`config.mk`:
```
export PLATFORM = sky130hd
export DESIGN_NAME = instr_sequencer
export DESIGN_NICKNAME = d
export VERILOG_FILES = /design/src/rtl/instr_sequencer.sv
export SDC_FILE = /design/constraint.sdc
export NUM_CORES = 1
export LEC_CHECK = 0
export ABC_AREA = 1
export CAP_MARGIN = 20
export CORE_ASPECT_RATIO = 0.8
export CORE_MARGIN = 2
export CORE_UTILIZATION = 36
export CTS_CLUSTER_DIAMETER = 120
export DETAILED_ROUTE_END_ITERATION = 10
export PLACE_DENSITY_LB_ADDON = 0.15
export RECOVER_POWER = 25
export SETUP_SLACK_MARGIN = 0.3
export SLEW_MARGIN = 20
export SYNTH_ARGS = -nofsm -noshare
export SYNTH_HDL_FRONTEND = slang
export SYNTH_SLANG_ARGS = --single-unit
```
`constraint.sdc`:
```
create_clock -name clk -period 1.5 [get_ports clk]
set_clock_uncertainty 0.2 [all_clocks]
set_input_delay 0.45 -clock clk [delete_from_list [all_inputs] [get_ports clk]]
set_output_delay 0.45 -clock clk [all_outputs]
set_load 0.01 [all_outputs]
```
`src/rtl/instr_sequencer.sv`:
```
// Fetch/sequence engine: walks pc over instruction memory, latches opcode/operand, executes until halt.
// Optional macro INSTR_SEQ_WRAP_HALT_EN: halt with wrap_err instead of wrapping pc past the last address.
module instr_sequencer #(
    parameter int unsigned ADDR_W  = 4,
    parameter int unsigned INSTR_W = 8,
    parameter int unsigned OPC_W   = 4
) (
    input  logic                     clk,
    input  logic                     reset,
    input  logic                     start,
    output logic                     imem_req,
    output logic [ADDR_W-1:0]        imem_addr,
    input  logic                     imem_valid,
    input  logic [INSTR_W-1:0]       imem_rdata,
    output logic [OPC_W-1:0]         opcode,
    output logic [INSTR_W-OPC_W-1:0] operand,
    output logic                     exec_en,
    input  logic                     stall,
    input  logic                     halt,
    output logic [ADDR_W-1:0]        pc,
    output logic                     running,
    output logic                     halted,
    output logic                     wrap_err
);

    localparam int unsigned OPR_W = INSTR_W - OPC_W;

    typedef enum logic [1:0] {
        S_IDLE    = 2'd0,
        S_FETCH   = 2'd1,
        S_EXECUTE = 2'd2,
        S_HALTED  = 2'd3
    } state_t;

    state_t             r_state;
    state_t             w_state_nxt;
    logic [ADDR_W-1:0]  r_pc;
    logic [ADDR_W-1:0]  w_pc_nxt;
    logic [OPC_W-1:0]   r_opcode;
    logic [OPC_W-1:0]   w_opcode_nxt;
    logic [OPR_W-1:0]   r_operand;
    logic [OPR_W-1:0]   w_operand_nxt;
    logic               r_wrap_err;
    logic               w_wrap_err_nxt;

    // State and datapath registers
    always_ff @(posedge clk or posedge reset) begin
        if (reset) begin
            r_state    <= S_IDLE;
            r_pc       <= '0;
            r_opcode   <= '0;
            r_operand  <= '0;
            r_wrap_err <= 1'b0;
        end else begin
            r_state    <= w_state_nxt;
            r_pc       <= w_pc_nxt;
            r_opcode   <= w_opcode_nxt;
            r_operand  <= w_operand_nxt;
            r_wrap_err <= w_wrap_err_nxt;
        end
    end

    // Next-state and datapath update
    always_comb begin
        w_state_nxt    = r_state;
        w_pc_nxt       = r_pc;
        w_opcode_nxt   = r_opcode;
        w_operand_nxt  = r_operand;
        w_wrap_err_nxt = r_wrap_err;
        case (r_state)
            S_IDLE, S_HALTED: begin
                if (start) begin
                    w_pc_nxt       = '0;
                    w_wrap_err_nxt = 1'b0;
                    w_state_nxt    = S_FETCH;
                end
            end
            S_FETCH: begin
                if (imem_valid) begin
                    w_opcode_nxt  = imem_rdata[INSTR_W-1 -: OPC_W];
                    w_operand_nxt = imem_rdata[OPR_W-1:0];
                    w_state_nxt   = S_EXECUTE;
                end
            end
            S_EXECUTE: begin
                // Stall takes priority; halt is only meaningful on the completing cycle
                if (!stall) begin
                    if (halt) begin
                        w_state_nxt = S_HALTED;
`ifdef INSTR_SEQ_WRAP_HALT_EN
                    end else if (r_pc == {ADDR_W{1'b1}}) begin
                        w_state_nxt    = S_HALTED;
                        w_wrap_err_nxt = 1'b1;
`endif
                    end else begin
                        w_pc_nxt    = r_pc + ADDR_W'(1);
                        w_state_nxt = S_FETCH;
                    end
                end
            end
            default: w_state_nxt = S_IDLE;
        endcase
    end

    // Outputs are either registers or pure state decodes
    assign imem_req  = (r_state == S_FETCH);
    assign imem_addr = r_pc;
    assign pc        = r_pc;
    assign opcode    = r_opcode;
    assign operand   = r_operand;
    assign exec_en   = (r_state == S_EXECUTE);
    assign running   = (r_state == S_FETCH) || (r_state == S_EXECUTE);
    assign halted    = (r_state == S_HALTED);
    assign wrap_err  = r_wrap_err;

endmodule

```
==> metrics, run 1 <==
RR Endpoint r_state[1]$_DFFE_PP0P_; core area 1930 um2; crit path max fanout 2; Worst Setup Start Kind flop; nets@finish 146; Min-Delay Path Depth 1; DRT antenna net count 0; Die Area ~2500 um2; ranking of synthesized cells by area dfrtp_1 (47%), mux2_2 (12%), ha_1 (10%); RSZ-0062 raised after global routing true; post-synthesis sequential area ratio 46.8%; clk slew on worst S/H paths 0.08 ns; clock buffer depth 2; hold_sp operand[3]$_DFFE_PP0P_; row cnt 14; top achievable clock speed 535 MHz; Die X-Extent between 50 and 60 um; Antenna diodes 0; # fillers approximately 150; max-cap violation count 0; Hold WS about 0.30 ns; crit path capture type output pin; Final Hold Viols 0; most common cell in the synthesized netlist dfrtp_1; final setup vio count 22; count of final max-slew check failures 0; Synth cell types 20; drt pass-1 iters 2; clk sinks 14; CTS tree done; Pwr Density 1810 nW/um2; post-synth top area cell dfrtp_1; largest net degree at the start of global routing 15; share of cells above drive strength 1 58.1%; final WL 1.86 mm; Area Growth Syn to Fin 74.9%; Final period util 125%; I/O Pins 35; Cell Area, Synth around 750 um2; Avg Cell Area, Syn 10.1 um2; Peak VDD IR 1.52 mV; CP arrival ~1.2 ns; CTS Buf Count 3; total grt overflow 0; Starting Density 38.8%; Post-synth ARST share 100%; global-route wire length before repair 2.86 mm; Post-synth EDFFs 0; initial antenna violation count 0; Synth top area share between 40% and 50%; GPL Wtd Cong 0.785; Syn Nets 94; H-tree depth 1; Hold Path End operand[3]$_DFFE_PP0P_; Leak approximately 0.63 nW; via count of the first global-routing pass 682; Post-route DRC 0; Die Ht 44.8 um; critical path class flop to output pin; post-layout util 67.9%; minimum clock period 1.87 ns; cell area after layout 1310 um2; worst path required time about 0.85 ns; Hold WC Path Type flop to flop; Detailed Route Iter0 Violations 1; CTS root buf clkbuf_4; reg-to-reg startpoint r_state[1]$_DFFE_PP0P_; hold buffer count at cts 0; outcome finished with violations; routed vias roughly 690; vias per cell roughly 4.7; Final HPWL DP around 1.3 mm; setup slack, reg-to-reg -0.33 ns; main flop type after synthesis dfrtp_1; fin worst setup slack -0.369 ns; post-synthesis cell count 74; Ys Warns 0; register bit total from synthesis 14; commonest cells in the netlist dfrtp_1 (14), nand2_1 (11), mux2_2 (8); Port Buffers 33; R2R depth 10; Post-DP Area approximately 1200 um2; failing checks negative setup slack; worst-skew pair later-pin latency 0.28 ns; Tot GR Track Use between 10% and 20%; WL/cell 12.6 um; Pwr Total 2.37 mW; pre-CTS setup slack -0.403 ns
-- critical path, cell delays in order (launching register included) --
cell and delay [ns]:
dfrtp_1 0.41, buf_6 0.13, ha_4 0.26, inv_4 0.03
buf_6 0.11
-- sequential cells by signal, indices dropped and copies added, names as in the netlist --
name,count
imem_addr,4
r_state,2
operand,4
opcode,4
-- cell families after synthesis --
| kind of cell | after synthesis | share of synthesized area (%) |
|---|---|---|
| muxes | 8 | 12.0 |
| adders and majority gates | 6 | 10.0 |
| and+or+nand+nor | 23 | 14.4 |
| buffers and inverters | 13 | 9.03 |
| xor gates and xnor gates | 1 | 1.17 |
| AOI/OAI and AO/OA | 8 | 6.02 |
| other | 1 | 0.501 |
| DFF | 14 | 46.8 |
-- worst max-delay path by stage --
stage	from	end	slack [ns]	cells after the start
after floorplan	r_state[0]$_DFFE_PP0P_	imem_addr[3]$_DFFE_PP0P_	0.04	7
final	r_state[1]$_DFFE_PP0P_	running	-0.37	4
after detailed placement	r_state[0]$_DFFE_PP0P_	running	-0.40	4
after CTS	r_state[1]$_DFFE_PP0P_	running	-0.37	4
after global placement	r_state[0]$_DFFE_PP0P_	running	-0.38	4
after global routing	r_state[1]$_DFFE_PP0P_	running	-0.41	4
-- cell type report --
class	count	area, um2	share of cell area, %
Timing Repair Buffer	52	463	35.4
Inverter	8	37.5	2.87
Multi-Input combinational cell	47	400	30.6
Sequential cell	14	355	27.2
Clock buffer	3	22.5	1.72
Tap cell	24	30.0	2.29
-- cell usage in the layout, fill, tap and decap left out, types with 2 or more instances in the layout --
master / Yosys / layout
buf_2: 0 / 10
buf_4: 5 / 10
buf_6: 0 / 18
clkbuf_4: 0 / 3
clkdlybuf4s50_1: 0 / 12
dfrtp_1: 14 / 10
dfrtp_2: 0 / 4
ha_1: 6 / 2
ha_2: 0 / 2
ha_4: 0 / 2
inv_1: 7 / 4
inv_4: 0 / 3
mux2_2: 8 / 8
nand2_1: 11 / 10
nand2_4: 1 / 2
nand3_1: 3 / 3
nor2_1: 4 / 2
nor2_4: 0 / 2
o21ai_1: 5 / 4
-- report_power, final --
part / total, mW / internal, mW / switching, mW
clock network: 0.207 / 0.0932 / 0.114
registers: 0.606 / 0.529 / 0.0769
logic: 1.56 / 0.835 / 0.725
-- per-layer routing --
metal	GRT usage [%]	vias up	wire length [um]
met5	0	-	0
met4	4.39	0	20
met3	6.29	2	101
met2	29.5	19	1030
met1	18.6	330	711
li1	-	338	-
-- through the flow --
stage | TNS [ns] | instances
finish | -4.70 | 148
floorplan | 0 | 74
global placement | -4.23 | 136
global route | -5.91 | 148
CTS | -4.58 | 147
detailed placement | -4.58 | 136
-- repair_timing --
action / in CTS / in global routing
buffers inserted: 8 / 1
setup endpoints to repair: 34 / 34
pin swaps: 7 / 3
resized for setup: 107 / 4
Power figures use the tool's default switching activity.
==> run 2: changes to the inputs <==
--- a/config.mk
+++ b/config.mk
@@ -9,7 +9,7 @@
 export CAP_MARGIN = 20
 export CORE_ASPECT_RATIO = 0.8
 export CORE_MARGIN = 2
-export CORE_UTILIZATION = 36
+export CORE_UTILIZATION = 39
 export CTS_CLUSTER_DIAMETER = 120
 export DETAILED_ROUTE_END_ITERATION = 10
 export PLACE_DENSITY_LB_ADDON = 0.15
==> constraint.sdc (replaced) <==
create_clock -name clk -period 1.92 [get_ports clk]
set_clock_uncertainty 0.2 [all_clocks]
set_input_delay 0.576 -clock clk [delete_from_list [all_inputs] [get_ports clk]]
set_output_delay 0.576 -clock clk [all_outputs]
set_load 0.01 [all_outputs]
==> run 2 against run 1 <==
The run still ends with negative setup slack left. Cell count rose by 0.68%. Die area down 7.1%. Count of clock-buffer cells in the layout unchanged. Via count increased by 0.87%. Hold slack better by 0.0020 ns. First-iteration DRC count increased to 7.0 times the previous value. Global-route usage rose by 1.7 points. Sequential cell count unchanged. Worst setup slack better by 0.32 ns. Sequential share of layout area grew 0.63 points. Non-clock buffer count up 1. Combinational power is 28% lower. Critical path type unchanged.
==> metrics, run 2 (synthesis gave the netlist of run 1 again) <==
failing checks negative setup slack; final setup vio count 1; Most Used Layer, Global Route met2; Antenna diodes 0; row cnt 14; share of cells above drive strength 1 between 50 and 60%; CP max stage delay 0.41 ns; CP Launch Point r_state[1]$_DFFE_PP0P_; initial antenna violation count 0; Final HPWL DP 1.20 mm; Die Ht about 43 um; vias per cell 4.66; worst-skew pair later-pin latency between 0.2 and 0.3 ns; commonest cells after routing, fill and taps aside buf_2 (14), buf_4 (14), dfrtp_1 (12); Die Area 2290 um2; Peak VDD IR 1.04 mV; Detailed Route Iter0 Violations 7; largest net degree at the start of global routing 15; TNS Setup -0.0527 ns; reg-to-reg startpoint r_state[1]$_DFFE_PP0P_; GR Layer Usage met2 33.0%; RSZ-0062 raised after global routing true; routed vias 695; Hold WC Path Type flop to flop; Starting Density 40.7%; Slew Limit Headroom 49.7%; Post-route DRC 0; H-tree depth 1; nets@finish 147; Hold WS 0.304 ns; Pwr Total around 1.8 mW; Post-DP Area 1140 um2; drt pass-1 iters 4; crit path capture type output pin; final WL roughly 1.9 mm; Port Buffers 33; clk sinks 14; CTS tree done; critical path class flop to output pin; count of final max-slew check failures 0; cell area after layout 1270 um2; crit path max fanout 2; Final Hold Viols 0; Final period util 103%; Pwr Density 1390 nW/um2; Leak 0.631 nW; Worst Setup Start Kind flop; CP max-delay cell dfrtp_2; outcome finished with violations; Area Growth Syn to Fin 69.7%; DRT antenna net count 0; CP most frequent cell buf_6; max-cap violation count 0; Slew @ Worst Pin ~0.75 ns; minimum clock period 1.97 ns; CTS Buf Count 3; GR Util met3 7.75%; clock buffer depth 2; clk slew on worst S/H paths 0.08 ns; GR Util met1 approximately 17%; WL/cell 12.5 um; hold_sp operand[3]$_DFFE_PP0P_; Tot GR Track Use 18.4%; worst path required time 1.14 ns; via count of the first global-routing pass between 600 and 700; fin worst setup slack -0.0527 ns; GPL Wtd Cong around 0.75; CP arrival roughly 1.2 ns; Die X-Extent 53.0 um; global-route wire length before repair 2.95 mm; core area 1840 um2; total grt overflow 0; I/O Pins 35; CTS root buf clkbuf_4; crit path cell chain buf_6, ha_4, inv_2, buf_6; top achievable clock speed 507 MHz
## run 2: cell types whose count changed in the layout (fill, tap and decap cells not counted), sizes merged
cell,previous run,this run
dlymetal6s2s,0,1
buf,38,39
clkdlybuf4s50,12,11
## run 2: power by group
group | switching (mW) | total (mW) | leakage (nW) | internal [mW]
clock network | 0.0881 | 0.161 | 0.0138 | 0.0727
registers | 0.0562 | 0.471 | 0.171 | 0.414
logic | 0.527 | 1.13 | 0.446 | 0.603
## run 2: metal layers
layer  wire, um  share of wire [%]
met4         53                2.9
met5          0                  0
met2       1040                 56
met1        660                 36
met3         99                5.3
## run 2: area by class of cell
type	count	area, um2
Sequential cell	14	353
Inverter	8	32.5
Timing Repair Buffer	53	435
Fill cell	150	569
Tap cell	24	30.0
Multi-Input combinational cell	47	397
Clock buffer	3	22.5
## run 2: through the flow
| step | utilization [%] | std cells | setup WS, ns |
|---|---|---|---|
| floorplan | - | 74 | 0.328 |
| global placement | 61.8 | 133 | -0.120 |
| detailed placement | 61.8 | 133 | -0.146 |
| CTS | 66.1 | 147 | -0.0717 |
| global route | 69.0 | 149 | -0.107 |
| finish | 69.0 | 149 | -0.0527 |
## run 2: worst paths after layout
path	cells past startpoint	endpoint	slack (ns)
setup / recovery	4	running	-0.05
hold / removal	1	operand[3]$_DFFE_PP0P_	0.30
setup reg to reg	9	imem_addr[3]$_DFFE_PP0P_	0.25
hold reg to reg	1	operand[3]$_DFFE_PP0P_	0.30
max in group asynchronous	3	r_state[1]$_DFFE_PP0P_	0.26
min in group asynchronous	3	opcode[3]$_DFFE_PP0P_	0.74
## run 2: timing repair
| item | CTS | global route |
|---|---|---|
| pin swaps | 3 | 2 |
| buffers inserted | 11 | 2 |
| hold buffers | 0 | 0 |
| endpoints found under the setup margin | 24 | 27 |
| gates resized for setup | 101 | 8 |
## run 2: worst max-delay path: cells and delay by family, from the launching register on
family,cells,cell delay (ns)
adders and majority gates,1,0.25
buffers and inverters,3,0.26
DFF,1,0.41
